<file path="src/rtl/flap_rate_monitor_pkg.sv">
// Shared definitions for the flap rate monitor: FSM states and default
// thresholds/widths, also consumed by the flap indicator display logic.
package flap_rate_monitor_pkg;

    typedef enum logic [1:0] {
        IDLE = 2'd0,
        ARM  = 2'd1,
        RUN  = 2'd2
    } state_t;

    localparam int unsigned DEF_CNT_WIDTH    = 16;
    localparam int unsigned DEF_SYNC_STAGES  = 2;
    localparam int unsigned DEF_ALARM_ON     = 10;
    localparam int unsigned DEF_ALARM_OFF    = 4;
    localparam int unsigned DEF_HOLD_WINDOWS = 3;

    // Width needed to hold values 0..max_val (never less than 1 bit).
    function automatic int unsigned width_for(input int unsigned max_val);
        int unsigned w;
        w = 1;
        while ((64'd1 << w) <= 64'(max_val)) begin
            w = w + 1;
        end
        return w;
    endfunction

endpackage

</file>
<file path="src/rtl/flap_rate_monitor_edge_sync.sv">
// Synchronizer for the asynchronous monitored signal plus a previous-value
// register; toggle is high for one cycle per synchronized transition.
module edge_sync #(
    parameter int unsigned SYNC_STAGES = 2
) (
    input  logic clk,
    input  logic async_nreset,
    input  logic sig_in,
    input  logic load_prev,
    input  logic track,
    output logic toggle
);

    logic [SYNC_STAGES-1:0] sync_q;
    logic                   prev_q;
    logic                   sync_out;

    assign sync_out = sync_q[SYNC_STAGES-1];
    assign toggle   = sync_out ^ prev_q;

    // Shift the raw input through the synchronizer chain.
    always_ff @(posedge clk or negedge async_nreset) begin
        if (!async_nreset) begin
            sync_q <= '0;
        end else begin
            sync_q <= {sync_q[SYNC_STAGES-2:0], sig_in};
        end
    end

    // Previous value follows the synchronizer while armed or running, so no
    // stale difference is seen on the first monitored cycle.
    always_ff @(posedge clk or negedge async_nreset) begin
        if (!async_nreset) begin
            prev_q <= 1'b0;
        end else if (load_prev || track) begin
            prev_q <= sync_out;
        end
    end

endmodule

</file>
<file path="src/rtl/flap_rate_monitor.sv">
// Flap rate monitor: counts transitions of sig_in per timer window, reports
// each closed window count and drives a hysteretic flap alarm.
module flap_rate_monitor
    import flap_rate_monitor_pkg::*;
#(
    parameter int unsigned CNT_WIDTH    = DEF_CNT_WIDTH,
    parameter int unsigned SYNC_STAGES  = DEF_SYNC_STAGES,
    parameter int unsigned ALARM_ON     = DEF_ALARM_ON,
    parameter int unsigned ALARM_OFF    = DEF_ALARM_OFF,
    parameter int unsigned HOLD_WINDOWS = DEF_HOLD_WINDOWS
) (
    input  logic                 clk,
    input  logic                 async_nreset,
    input  logic                 start,
    input  logic                 stop,
    input  logic                 sig_in,
    input  logic                 tick,
    output logic                 timer_clear,
    output logic                 timer_enable,
    output logic [CNT_WIDTH-1:0] window_count,
    output logic                 count_valid,
    output logic                 flap_alarm,
    output logic                 busy
);

    localparam int unsigned QW = width_for(HOLD_WINDOWS);

    localparam logic [CNT_WIDTH-1:0] CNT_MAX   = '1;
    localparam logic [CNT_WIDTH-1:0] ON_TH     = CNT_WIDTH'(ALARM_ON);
    localparam logic [CNT_WIDTH-1:0] OFF_TH    = CNT_WIDTH'(ALARM_OFF);
    localparam logic [QW-1:0]        HOLD_LAST = QW'(HOLD_WINDOWS - 1);

    state_t               state;
    logic                 toggle;
    logic [CNT_WIDTH-1:0] run_cnt;
    logic [CNT_WIDTH-1:0] closing;
    logic [QW-1:0]        quiet;

    edge_sync #(
        .SYNC_STAGES(SYNC_STAGES)
    ) u_edge_sync (
        .clk          (clk),
        .async_nreset (async_nreset),
        .sig_in       (sig_in),
        .load_prev    (state == ARM),
        .track        (state == RUN),
        .toggle       (toggle)
    );

    // Running count including this cycle's edge, saturated; used both as the
    // next running count and as the closing value on tick.
    always_comb begin
        closing = run_cnt;
        if (toggle && (run_cnt != CNT_MAX)) begin
            closing = run_cnt + CNT_WIDTH'(1);
        end
    end

    // Control FSM; timer and busy outputs are registered with the state so
    // they always match the state being entered. stop also aborts ARM.
    always_ff @(posedge clk or negedge async_nreset) begin
        if (!async_nreset) begin
            state        <= IDLE;
            timer_clear  <= 1'b1;
            timer_enable <= 1'b0;
            busy         <= 1'b0;
        end else begin
            case (state)
                IDLE: begin
                    if (start && !stop) begin
                        state        <= ARM;
                        timer_clear  <= 1'b1;
                        timer_enable <= 1'b0;
                        busy         <= 1'b1;
                    end
                end
                ARM: begin
                    if (stop) begin
                        state        <= IDLE;
                        timer_clear  <= 1'b1;
                        timer_enable <= 1'b0;
                        busy         <= 1'b0;
                    end else begin
                        state        <= RUN;
                        timer_clear  <= 1'b0;
                        timer_enable <= 1'b1;
                        busy         <= 1'b1;
                    end
                end
                RUN: begin
                    if (stop) begin
                        state        <= IDLE;
                        timer_clear  <= 1'b1;
                        timer_enable <= 1'b0;
                        busy         <= 1'b0;
                    end
                end
                default: begin
                    state        <= IDLE;
                    timer_clear  <= 1'b1;
                    timer_enable <= 1'b0;
                    busy         <= 1'b0;
                end
            endcase
        end
    end

    // Window counter, result registers and alarm hysteresis.
    always_ff @(posedge clk or negedge async_nreset) begin
        if (!async_nreset) begin
            run_cnt      <= '0;
            window_count <= '0;
            count_valid  <= 1'b0;
            flap_alarm   <= 1'b0;
            quiet        <= '0;
        end else begin
            count_valid <= 1'b0;
            if (state == ARM) begin
                run_cnt <= '0;
            end else if (state == RUN) begin
                if (stop) begin
                    run_cnt    <= '0;
                    flap_alarm <= 1'b0;
                    quiet      <= '0;
                end else if (tick) begin
                    window_count <= closing;
                    count_valid  <= 1'b1;
                    run_cnt      <= '0;
                    if (closing >= ON_TH) begin
                        flap_alarm <= 1'b1;
                        quiet      <= '0;
                    end else if (flap_alarm && (closing <= OFF_TH)) begin
                        if (quiet == HOLD_LAST) begin
                            flap_alarm <= 1'b0;
                            quiet      <= '0;
                        end else begin
                            quiet <= quiet + QW'(1);
                        end
                    end else begin
                        quiet <= '0;
                    end
                end else begin
                    run_cnt <= closing;
                end
            end
        end
    end

endmodule

</file>
<file path="config.mk">
export PLATFORM = sky130hd
export DESIGN_NAME = flap_rate_monitor
export DESIGN_NICKNAME = d
export VERILOG_FILES = /design/src/rtl/flap_rate_monitor_pkg.sv /design/src/rtl/flap_rate_monitor_edge_sync.sv /design/src/rtl/flap_rate_monitor.sv
export SDC_FILE = /design/constraint.sdc
export NUM_CORES = 1
export LEC_CHECK = 0
export BUFFER_PORTS_ARGS = -buffer_cell sky130_fd_sc_hd__buf_2
export CORE_MARGIN = 1
export CORE_UTILIZATION = 50
export DETAILED_ROUTE_END_ITERATION = 8
export HOLD_SLACK_MARGIN = 0.15
export PLACE_DENSITY = 0.76
export SYNTH_ARGS = -nofsm -noshare
export SYNTH_HDL_FRONTEND = slang
export SYNTH_SLANG_ARGS = --single-unit
</file>
<file path="constraint.sdc">
create_clock -name clk -period 5.4 [get_ports clk]
set_clock_uncertainty 0.1 [all_clocks]
set_input_delay 0 -clock clk [delete_from_list [all_inputs] [get_ports clk]]
set_output_delay 0 -clock clk [all_outputs]
set_load 0.05 [all_outputs]
</file>
Word level (Yosys, flattened, before mapping)
Cells that the tools add are included.

operators by class
  equality and inequality tests = 6
  add/sub/neg operators = 2
  reductions and logical operators = 14
  multiplexer cells = 32
  bitwise gates (word level) = 3
  order comparisons = 2

operators by type and width
  kind                                                              count
  2-to-1 mux 16 bit                                                 5
  adder 16 x 1 -> 16 bit (second input constant)                    1
  >= comparator 16 x 4 -> 1 bit (second input constant)             1
  less-or-equal comparator 16 x 3 -> 1 bit (second input constant)  1
  2-to-1 mux 2 bit                                                  8
  != test 16 bit (second input constant)                            1
  2-to-1 mux 1 bit                                                  15
  one-hot mux 1 bit (3 select lines)                                3
  one-hot mux 2 bit (3 select lines)                                1
  nonzero test 3 bit                                                2
  AND reduction 5 bit                                               1
  == test 2 bit (second input constant)                             2
  != test 2 bit (second input constant)                             2
  AND reduction 4 bit                                               1
  nonzero test 2 bit                                                2
  logical AND 1 bit                                                 3
  AND reduction 3 bit                                               1
  adder 2 x 1 -> 2 bit (second input constant)                      1
  == test 2 x 1 -> 1 bit (second input constant)                    1
  zero test 2 bit                                                   1
  NOT 1 bit                                                         2
  AND reduction 2 bit                                               1
  zero test 1 bit                                                   1
  logical OR 1 bit                                                  1
  bitwise XOR 1 bit                                                 1

storage, ports and cells
  input port bits = 6
  logic and storage cells = 70
  output and inout port bits = 21
  flip-flop bits (word level) = 44

Depth between registers and ports, before layout
Gate-level depths: netlist of the first run.

  depth in word-level cells = 9
  gate-level depth with buffers = 9

By module
Synthesis of the first run repeated with hierarchy kept, for this count alone.

second synthesis, totals
  cells, all modules = 283
  area total of the unflattened synthesis = 2581.2 um2

by module, submodules not included
  module             sequential area each (um2)  times used  cells an instance  area an instance (um2)
  flap_rate_monitor  1027.2                      1           277                2482.4
  edge_sync          75.1                        1           6                  98.8

Least setup slack after synthesis of the first run
Ideal clock, no wire load.

  path type = reg-to-reg
  start = register run_cnt[4]
  end = register flap_alarm
  path buffers = 1
  library setup time = 131 ps
  clock period less this slack = 2802 ps
  data arrival time = 2570 ps
  slack = 2598 ps
  cell stages (with the launch flop) = 9
  path through = dfrtp_1 buf_2 nand4_2 or4_1 or4_4 a2111oi_4 nand4_1 o2111a_1 or3_1

on the way
  cells in the longest elaborated chain, start to end = 7
  elaborated cells on any way between the ends = 13
  classes of those cells = 1 x add/sub; 2 x order compare; 1 x eq/ne; 4 x mux; 5 x reduce/logical

ends and longest elaborated chain
  element                                                                                           RTL line                                            RTL
  start: declaration                                                                                flap_rate_monitor.sv:35                             logic [CNT_WIDTH-1:0] run_cnt;
  start signal: assignment                                                                          flap_rate_monitor.sv:143                            run_cnt <= closing;
  branches (longest 2 deep; another with adder 16 x 1 -> 16 bit)                                    --
  2-to-1 mux 16 bit (*)                                                                             flap_rate_monitor.sv:54                             if (toggle && (run_cnt != CNT_MAX)) begin
  less-or-equal comparator 16 x 3 -> 1 bit / >= comparator 16 x 4 -> 1 bit (equally long branches)  flap_rate_monitor.sv:132, flap_rate_monitor.sv:129
  logical AND 1 bit / 2-to-1 mux 1 bit (equally long branches)                                      flap_rate_monitor.sv:132, flap_rate_monitor.sv:129
  nonzero test 3 bit (no source line) / 2-to-1 mux 1 bit (equally long branches)                    --
  AND reduction 5 bit (no source line) / 2-to-1 mux 1 bit (equally long branches)                   --
  end signal: assignment                                                                            flap_rate_monitor.sv:123                            flap_alarm <= 1'b0;
  end signal: assignment                                                                            flap_rate_monitor.sv:130                            flap_alarm <= 1'b1;
  end signal: assignment                                                                            flap_rate_monitor.sv:134                            flap_alarm <= 1'b0;
  end: declaration                                                                                  flap_rate_monitor.sv:22                             output logic flap_alarm,

Every way passes the cells marked *. The select of a mux whose other input is x is not followed.
A chain may end at the register's enable or synchronous reset.

Final worst setup path of the first run
  start = register run_cnt[0]
  end = register flap_alarm

Same word-level chain as after synthesis.

==> results of run 1 <==
-- registers in the layout, summed over array words and instances, names as in the netlist --
register	flops
timer_enable	1
u_edge_sync.sync_q	2
timer_clear	1
window_count	16
run_cnt	16
busy	1
quiet	2
flap_alarm	1
u_edge_sync.prev_q	1
state	1
count_valid	1
-- metal layers --
layer	track usage, %	share of wire (%)	vias up	wire, microns
li1	-	-	1097	-
met1	33.0	45	1057	2630
met2	35.8	45	90	2630
met3	4.97	6.6	20	388
met4	13.1	3.4	0	200
met5	0	0	-	0
-- kinds of logic (layout without fill, tap and decap cells) --
logic type,Yosys count,after routing,synth area share [%]
multiplexers,6,6,2.46
AO/OA/AOI/OAI,76,76,19.9
AND/OR/NAND/NOR,119,119,25.5
buffers and inverters,34,60,5.17
flip-flops,43,43,43.2
XOR/XNOR,5,5,1.76
adder cells (fa/ha/maj),4,4,2.01
-- cell usage after synthesis (all sizes together) (2+ instances only) --
cell type,n
nand4,7
clkbuf,14
nor4,5
nor4b,4
o31ai,5
nor3,6
and4,6
mux2i,5
dfrtp,42
nand2,41
nor2b,3
a21oi,11
nand2b,3
a21boi,2
nor2,15
a31oi,4
or4,4
inv,19
nand3,11
ha,4
xnor2,4
o31a,4
or3,3
a2111oi,2
and3,5
o21ai,31
o22ai,9
-- power groups by stage --
stage                     registers (mW)  clock network, mW  logic [mW]
after floorplan                    0.510                  0       0.207
after global placement             0.411                  0       0.390
after detailed placement           0.414                  0       0.395
after CTS                          0.407              0.258       0.406
after global routing               0.415              0.273       0.441
final                              0.408              0.251       0.404
-- area by class of cell --
type                            instances  area share (%)
Multi-Input combinational cell        210            45.4
Timing Repair Buffer                   33            6.99
Sequential cell                        43            38.1
Clock inverter                          3            1.55
Inverter                               19            2.52
Tap cell                               67            2.96
Clock buffer                            5            2.43
-- worst min path at each step --
stage and to:
6_report u_edge_sync.sync_q[0]$_DFF_PN0_, 5_1_grt u_edge_sync.sync_q[0]$_DFF_PN0_, 4_1_cts u_edge_sync.sync_q[0]$_DFF_PN0_, 3_5_place_dp u_edge_sync.sync_q[0]$_DFF_PN0_, 3_3_place_gp u_edge_sync.sync_q[0]$_DFF_PN0_, 2_1_floorplan busy$_DFFE_PN0P_
-- metrics by stage --
stage	std cells	util, %	instance area [sq um]	power, mW	setup WS, ns
2_1_floorplan	287	-	2490	0.717	2.60
3_3_place_gp	366	55.8	2660	0.801	2.37
3_5_place_dp	366	55.8	2660	0.810	2.34
4_1_cts	380	59.5	2830	1.07	2.28
5_1_grt	380	59.5	2830	1.13	1.93
6_report	380	59.5	2830	1.06	2.26
-- what timing repair did --
item                                   4_1_cts  5_1_grt
hold buffers                                 6        0
endpoints found under the hold margin       53        0
resized for setup                            0        0
==> reports/results.ini, run 1 <==
[synth]
ys.flop_type=dfrtp_1
ys_seq_area_share_pct=43.2
syn-num-nets=297
ys_warn_count=0
synth_top_cell_by_area=dfrtp_1
synthCells=287
synth_top_area_share_pct=42.2
synth_cell_type_count=49
synth_area_sq_um=2490
synth_seq_cells=43
syn_avg_cell_area_sq_um=8.68
synthTopCellsByArea=dfrtp_1, nand2_1, o21ai_0
synth-edff-count=0
synthArstFlopShare_pct=100

[final_layout]
layout.nets=322
layout-area-overhead-vs-synth_pct=13.5
final_common_cell=dfrtp_1
fillers=444
regArea_sq_um=1080
drive_gt1_share_pct=14.1
multi_input_area_sq_um=1280
diodes=0
final_cell_mix=dfrtp_1, nand2_1, o21ai_0

[route]
finalWirelength_microns=5840
drc_errors=0
drtIter0Drc=141
drt_first_pass_iters=4
viasPerCell=5.96
wl_per_cell_microns=15.4
ant_nets=0
vias=2264

[worst_hold_path]
whs_path_depth=2
min-delay-start=sig_in
holdCritPathClass=in -> reg

[clock_network]
clk_pin_slew_worst_paths_ns=0.09
postCtsSetupBuffers=0
clk_latency_ns=0.30
htreeDepth=2
cts_tree=yes
clock_sinks=43
numCtsBuffers=5
cts_root_buf=clkbuf_8
cts.path.max_buffers=2

[setup_path]
crit_end=flap_alarm$_DFFE_PN0P_
crit_path_end_kind=flop
r2r_end=flap_alarm$_DFFE_PN0P_
worstPathArrival_ns=3.22
max_stage_delay_ns=0.52
r2r_cells=8
worst-path-max-fanout=9
path_depth=8
cp.required_ns=5.48
crit_chain=ha_1 -> nand3_1 -> nor4_1 -> mux2i_1 -> a2111oi_0 -> and4_1 -> a21oi_1 -> or3_1
cp_num_buf_inv=0
critPathLaunchType=flop
worst-setup-path-type=reg -> reg
reg2reg_setup_slack_ns=2.26
r2r_start=run_cnt[0]$_DFFE_PN0P_
critical_path.top_delay_family=simple AND/OR/NAND/NOR gates
crit_slowest_cell=nor4_1
crit_start=run_cnt[0]$_DFFE_PN0P_

[timing]
rsz0062_at_grt=no
setup_viol=0
finalCriticalPeriod_ns=3.14
timing.hold.ws_ns=0.247
fin_setup_tns_ns=0
worst_pin_slew_ns=1.06
hold_viol=0
fmax_ghz=0.319
relSlewSlack_pct=29.0
slew_violations=0
period_share_pct=58.1

[floorplan]
initial_core_util_pct=52.4
core_sq_um=4750
die_w_microns=72.6
die_area_sq_um=5270
num_io_pins=27
die-height_microns=72.6
row_count=25

[grt]
grt_pass1_vias=2054
grt_pass1_wl_microns=9640
grt_antenna_before_repair=0
grt_overflow_total=0
grt_max_degree=44
track_usage_pct=24.1

[placement]
io_buffers=26
hpwl_microns=4200
place_congestion=0.967

[pwr]
power_frac_seq_pct=38.4
p_sw_share_pct=40.6
p_sw_uw=432
p_int_uw=631
combPwrFrac_pct=38.0
power.density_nw_per_um2=376
leakage_nw=1.20
power_frac_clock_pct=23.6
vdd_ir_drop_max_mv=0.337

[job]
max_cap_violations=0

[status]
status=finished clean

(Power assumes the default switching activity.)
==> run 2: changes to the inputs <==
==> constraint.sdc (replaced) <==
create_clock -name clk -period 3.2 [get_ports clk]
set_clock_uncertainty 0.1 [all_clocks]
set_input_delay 0 -clock clk [delete_from_list [all_inputs] [get_ports clk]]
set_output_delay 0 -clock clk [all_outputs]
set_load 0.05 [all_outputs]
==> reports/results.ini, run 2 (synthesis gave the netlist of run 1 again) <==
[timing]
relSlewSlack_pct=37.2  ; +8.2 points
period_share_pct=94.1  ; +36 points
timing.hold.ws_ns=0.242  ; -0.00472 ns
fmax_ghz=0.332  ; +4.2%
slew_violations=0  ; unchanged
worst_pin_slew_ns=0.941  ; -0.121 ns
hold_viol=0  ; unchanged
finalCriticalPeriod_ns=3.01  ; -0.127 ns
fin_setup_tns_ns=0  ; unchanged
setup_viol=0  ; unchanged
rsz0062_at_grt=no

[route]
drtIter0Drc=186  ; +32%
routedLengthMet1_microns=2930  ; +11%
wl_met3_microns=299  ; -23%
met2_length_microns=2610  ; -0.61%
drt_first_pass_iters=5  ; +1
wl_per_cell_microns=15.1  ; -2.1%
finalWirelength_microns=5950  ; +1.8%
ant_nets=0  ; unchanged
vias=2294  ; +1.3%
drc_errors=0  ; unchanged
top_layer_used=met4
viasPerCell=5.81  ; -2.5%

[final_layout]
diodes=0  ; unchanged
final_common_cell=dfrtp_1
final_cells=395  ; +3.9%
reg.largest.list=run_cnt: 16 flops, window_count: 16 flops
layout-area-overhead-vs-synth_pct=17.1
drive_gt1_share_pct=18.0  ; +3.9 points
fillers=417  ; -6.1%
layout.nets=337  ; +4.7%
final_cell_mix=dfrtp_1, nand2_1, o21ai_0
stdcell_area_sq_um=2920  ; +3.2%

[grt]
grt_max_degree=44  ; unchanged
grt_pass1_vias=1926  ; -6.2%
grt_antenna_before_repair=0  ; unchanged
track_usage_pct=24.3  ; +0.16 points
grt_pass1_wl_microns=9680  ; +0.43%
grt_overflow_total=0  ; unchanged

[pwr]
leakage_nw=1.25  ; +4.3%
p_total_mw=1.74  ; +64%
p_sw_share_pct=41.7  ; +1.0 points
combPwrFrac_pct=41.5  ; +3.5 points
power_frac_seq_pct=39.1  ; +0.7 points
vdd_ir_drop_max_mv=0.482  ; +43%
power.density_nw_per_um2=597  ; +59%
p_sw_uw=726  ; +68%
power_frac_clock_pct=19.4  ; -4.2 points
p_int_mw=1.02  ; +61%

[floorplan]
core_sq_um=4750  ; unchanged
initial_core_util_pct=52.4  ; unchanged
die_area_sq_um=5270  ; unchanged
die-height_microns=72.6  ; unchanged
die_w_microns=72.6  ; unchanged
row_count=25  ; unchanged
num_io_pins=27  ; unchanged

[setup_path]
cp.required_ns=3.28  ; -2.20 ns
crit_path_end_kind=flop
worst-path-max-fanout=9  ; unchanged
critPathLaunchType=flop
worst-setup-path-type=reg -> reg
worstPathArrival_ns=3.09  ; -0.13 ns

[placement]
post_dp_cell_area_sq_um=2770  ; +4.2%
place_congestion=0.930  ; -3.8%
io_buffers=26  ; unchanged
hpwl_microns=4410  ; +5.1%
dp_cells=381  ; +4.1%

[job]
max_cap_violations=0  ; unchanged

[worst_hold_path]
holdCritPathClass=in -> reg

[clock_network]
clk_latency_ns=0.30  ; about the same
clock_sinks=43  ; unchanged
clk_pin_slew_worst_paths_ns=0.08  ; about the same
numCtsBuffers=5  ; unchanged
cts.path.max_buffers=2  ; unchanged
htreeDepth=2  ; unchanged
cts_root_buf=clkbuf_8
cts_tree=yes

[status]
status=finished clean

run 2: area by class of cell:
type	count	area, sq um	area share [%]
clock buffers	7	76.3	2.62
multi-input cells	210	1290	44.3
well taps	67	83.8	2.87
clock inverters	1	5.00	0.172
flip-flops and latches	43	1080	36.9
repair buffers	48	310	10.6
inverters	19	71.3	2.44
run 2: through the flow:
stage / utilization (%) / setup WS [ns]
detailed placement: 58.2 / 0.212
finish: 61.4 / 0.189
global route: 61.4 / 0.0855
floorplan: - / 0.398
CTS: 61.2 / 0.143
global placement: 58.2 / 0.184
run 2: worst paths after layout:
kind / endpoint / cells after the start / slack [ns] / from
hold reg to reg: u_edge_sync.sync_q[1]$_DFF_PN0_ / 0 / 0.26 / u_edge_sync.sync_q[0]$_DFF_PN0_
min in group asynchronous: window_count[2]$_DFFE_PN0P_ / 2 / 0.29 / async_nreset
setup / recovery: flap_alarm$_DFFE_PN0P_ / 7 / 0.19 / run_cnt[4]$_DFFE_PN0P_
setup reg to reg: flap_alarm$_DFFE_PN0P_ / 7 / 0.19 / run_cnt[4]$_DFFE_PN0P_
max in group asynchronous: timer_enable$_DFFE_PN0P_ / 2 / 2.13 / async_nreset
hold / removal: u_edge_sync.sync_q[0]$_DFF_PN0_ / 2 / 0.24 / sig_in
run 2: routing by layer:
| metal | global-route usage, % | up-vias |
|---|---|---|
| li1 | - | 1128 |
| met2 | 35.6 | 85 |
| met5 | 0 | - |
| met4 | 8.50 | 0 |
| met3 | 4.70 | 10 |
| met1 | 35.7 | 1071 |
run 2: power groups by stage:
| stage | clock (mW) | sequential (mW) | combinational (mW) |
|---|---|---|---|
| floorplan | 0 | 0.861 | 0.349 |
| global placement | 0 | 0.686 | 0.705 |
| detailed placement | 0 | 0.692 | 0.708 |
| CTS | 0.347 | 0.681 | 0.720 |
| global route | 0.370 | 0.690 | 0.788 |
| finish | 0.339 | 0.681 | 0.723 |
run 2: what timing repair did:
item | CTS | global route
hold buffers | 6 | 0
hold endpoints to repair | 54 | 0
buffers inserted | 0 | 0
endpoints found under the setup margin | 0 | 1
gates resized for setup | 0 | 2
run 2: critical path: stages, from the launching register on:
cell and delay [ns]:
dfrtp_1 0.48, nand4_2 0.20, or4_1 0.57, or4_4 0.46
a2111oi_4 0.39, nand4_1 0.13, o2111a_1 0.27, or3_1 0.30
==> run 3: changes to the inputs <==
--- a/config.mk
+++ b/config.mk
@@ -6,11 +6,13 @@
 export NUM_CORES = 1
 export LEC_CHECK = 0
 export BUFFER_PORTS_ARGS = -buffer_cell sky130_fd_sc_hd__buf_2
+export CELL_PAD_IN_SITES_DETAIL_PLACEMENT = 1
+export CELL_PAD_IN_SITES_GLOBAL_PLACEMENT = 2
 export CORE_MARGIN = 1
-export CORE_UTILIZATION = 50
+export CORE_UTILIZATION = 36
 export DETAILED_ROUTE_END_ITERATION = 8
 export HOLD_SLACK_MARGIN = 0.15
-export PLACE_DENSITY = 0.76
+export PLACE_DENSITY = 0.86
 export SYNTH_ARGS = -nofsm -noshare
 export SYNTH_HDL_FRONTEND = slang
 export SYNTH_SLANG_ARGS = --single-unit
==> reports/results.ini, run 3 (synthesis gave the netlist of run 1 again) <==
[route]
drc_errors=0  ; unchanged
drtIter0Drc=108  ; -42%
viasPerCell=5.72  ; -1.5%
wl_per_cell_microns=17.5  ; +16%
drt_first_pass_iters=4  ; -1
ant_nets=0  ; unchanged
vias=2312  ; +0.78%
finalWirelength_microns=7050  ; +19%

[final_layout]
drive_gt1_share_pct=17.4  ; -0.56 points
final_common_cell=dfrtp_1
reg.largest.list=run_cnt: 16 flops, window_count: 16 flops
regArea_sq_um=1080  ; unchanged
fillers=788  ; +89%
layout-area-overhead-vs-synth_pct=18.2
layout.nets=336  ; -0.30%
final_cell_mix=dfrtp_1, nand2_1, o21ai_0
multi_input_area_sq_um=1290  ; -0.19%
diodes=0  ; unchanged

[timing]
fin_setup_tns_ns=0  ; unchanged
setup_viol=0  ; unchanged
period_share_pct=93.9  ; -0.16 points
worst_pin_slew_ns=0.978  ; +0.0367 ns
fmax_ghz=0.333  ; +0.17%
rsz0062_at_grt=no
relSlewSlack_pct=34.8  ; -2.4 points
slew_violations=0  ; unchanged
hold_viol=0  ; unchanged
finalCriticalPeriod_ns=3.01  ; -0.00507 ns

[setup_path]
worst_path_most_repeated_cell=or3_1
worst-path-max-fanout=6  ; -3
crit_slowest_cell=or4_1
worst-setup-path-type=reg -> reg
max_stage_delay_ns=0.57  ; about the same
cp.required_ns=3.28  ; about the same
crit_path_end_kind=flop
crit_chain=nand3_1 -> buf_4 -> or4_1 -> or3_1 -> mux2i_1 -> and3_1 -> a21oi_1 -> or3_1
critPathLaunchType=flop
worstPathArrival_ns=3.09  ; about the same

[clock_network]
cts_tree=yes
clk_latency_ns=0.29  ; about the same
clock_sinks=43  ; unchanged
numCtsBuffers=5  ; unchanged
htreeDepth=2  ; unchanged
postCtsSetupBuffers=0  ; unchanged
cts_root_buf=clkbuf_8
clk_pin_slew_worst_paths_ns=0.08  ; about the same
cts.path.max_buffers=2  ; unchanged

[pwr]
power.density_nw_per_um2=628  ; +5.2%
p_total_mw=1.85  ; +6.1%
leakage_nw=1.26  ; +0.63%
vdd_ir_drop_max_mv=0.327  ; -32%

[placement]
hpwl_microns=5140  ; +17%
place_congestion=0.967  ; +3.9%
io_buffers=26  ; unchanged

[floorplan]
row_count=29  ; +16%
num_io_pins=27  ; unchanged
die_area_sq_um=7260  ; +38%
core_sq_um=6530  ; +37%
initial_core_util_pct=38.1  ; -14 points
die-height_microns=85.2  ; +17%
die_w_microns=85.2  ; +17%

[grt]
grt_overflow_total=0  ; unchanged
grt_antenna_before_repair=0  ; unchanged
track_usage_pct=21.2  ; -3.1 points
grt_max_degree=44  ; unchanged
grt_pass1_wl_microns=12000  ; +24%
grt_pass1_vias=2331  ; +21%

[worst_hold_path]
holdCritPathClass=in -> reg

[job]
max_cap_violations=0  ; unchanged

[status]
status=finished clean

==> run 3: cell types whose count changed in the layout (fill, tap and decap cells not counted) <==
| cell | change |
|---|---|
| buf_4 | -1 |
| bufinv_16 | +1 |
| clkinv_2 | -1 |
| ha_1 | +1 |
| ha_2 | -1 |
==> run 3: power by group <==
group | switching (mW) | internal, mW
Combinational | 0.505 | 0.244
Clock | 0.190 | 0.234
Sequential | 0.0530 | 0.624
==> run 3: cell type report <==
type                            count  share of cell area, %
Sequential cell                    43                   36.6
Inverter                           19                   2.42
Tap cell                           77                   3.27
Timing Repair Buffer               47                   10.3
Clock inverter                      1                   1.02
Clock buffer                        7                   2.59
Multi-Input combinational cell    210                   43.8
==> run 3: final timing paths <==
path,depth (start not counted),slack [ns],from,to
min in group asynchronous,2,0.30,async_nreset,window_count[11]$_DFFE_PN0P_
max in group asynchronous,2,2.10,async_nreset,run_cnt[6]$_DFFE_PN0P_
setup / recovery,8,0.19,run_cnt[9]$_DFFE_PN0P_,flap_alarm$_DFFE_PN0P_
hold / removal,2,0.24,sig_in,u_edge_sync.sync_q[0]$_DFF_PN0_
setup reg to reg,8,0.19,run_cnt[9]$_DFFE_PN0P_,flap_alarm$_DFFE_PN0P_
hold reg to reg,0,0.26,u_edge_sync.sync_q[0]$_DFF_PN0_,u_edge_sync.sync_q[1]$_DFF_PN0_
==> run 3: metrics by stage <==
stage | instance area (sq um) | setup slack, ns | cells | hold WS (ns) | utilization (%)
final | 2950 | 0.194 | 404 | 0.241 | 45.1
after global routing | 2950 | 0.0301 | 404 | 0.233 | 45.1
after CTS | 2940 | 0.133 | 404 | 0.231 | 45.0
after detailed placement | 2770 | 0.183 | 390 | 0.00968 | 42.5
after global placement | 2770 | 0.230 | 390 | 0.00973 | 42.5
after floorplan | 2490 | 0.398 | 287 | -0.396 | -
==> run 3: metal layers <==
metal / GRT usage (%) / wire length [microns] / vias up
met5: 0 / 0 / -
li1: - / - / 1119
met2: 33.9 / 3330 / 46
met3: 3.31 / 235 / 13
met1: 29.6 / 3350 / 1134
met4: 6.32 / 137 / 0
==> run 3: repair_timing <==
action / 4_1_cts / 5_1_grt
endpoints found under the setup margin: 0 / 3
hold endpoints to repair: 54 / 0
resized for setup: 0 / 1
hold buffers: 6 / 0
==> run 3: worst max-delay path, delay by kind of cell, from the launching register on <==
family                 cells  cell delay, ns
and+or+nand+nor            5            1.71
DFF                        1            0.43
muxes                      1            0.37
buffers and inverters      1            0.19
AOI/OAI and AO/OA          1            0.08
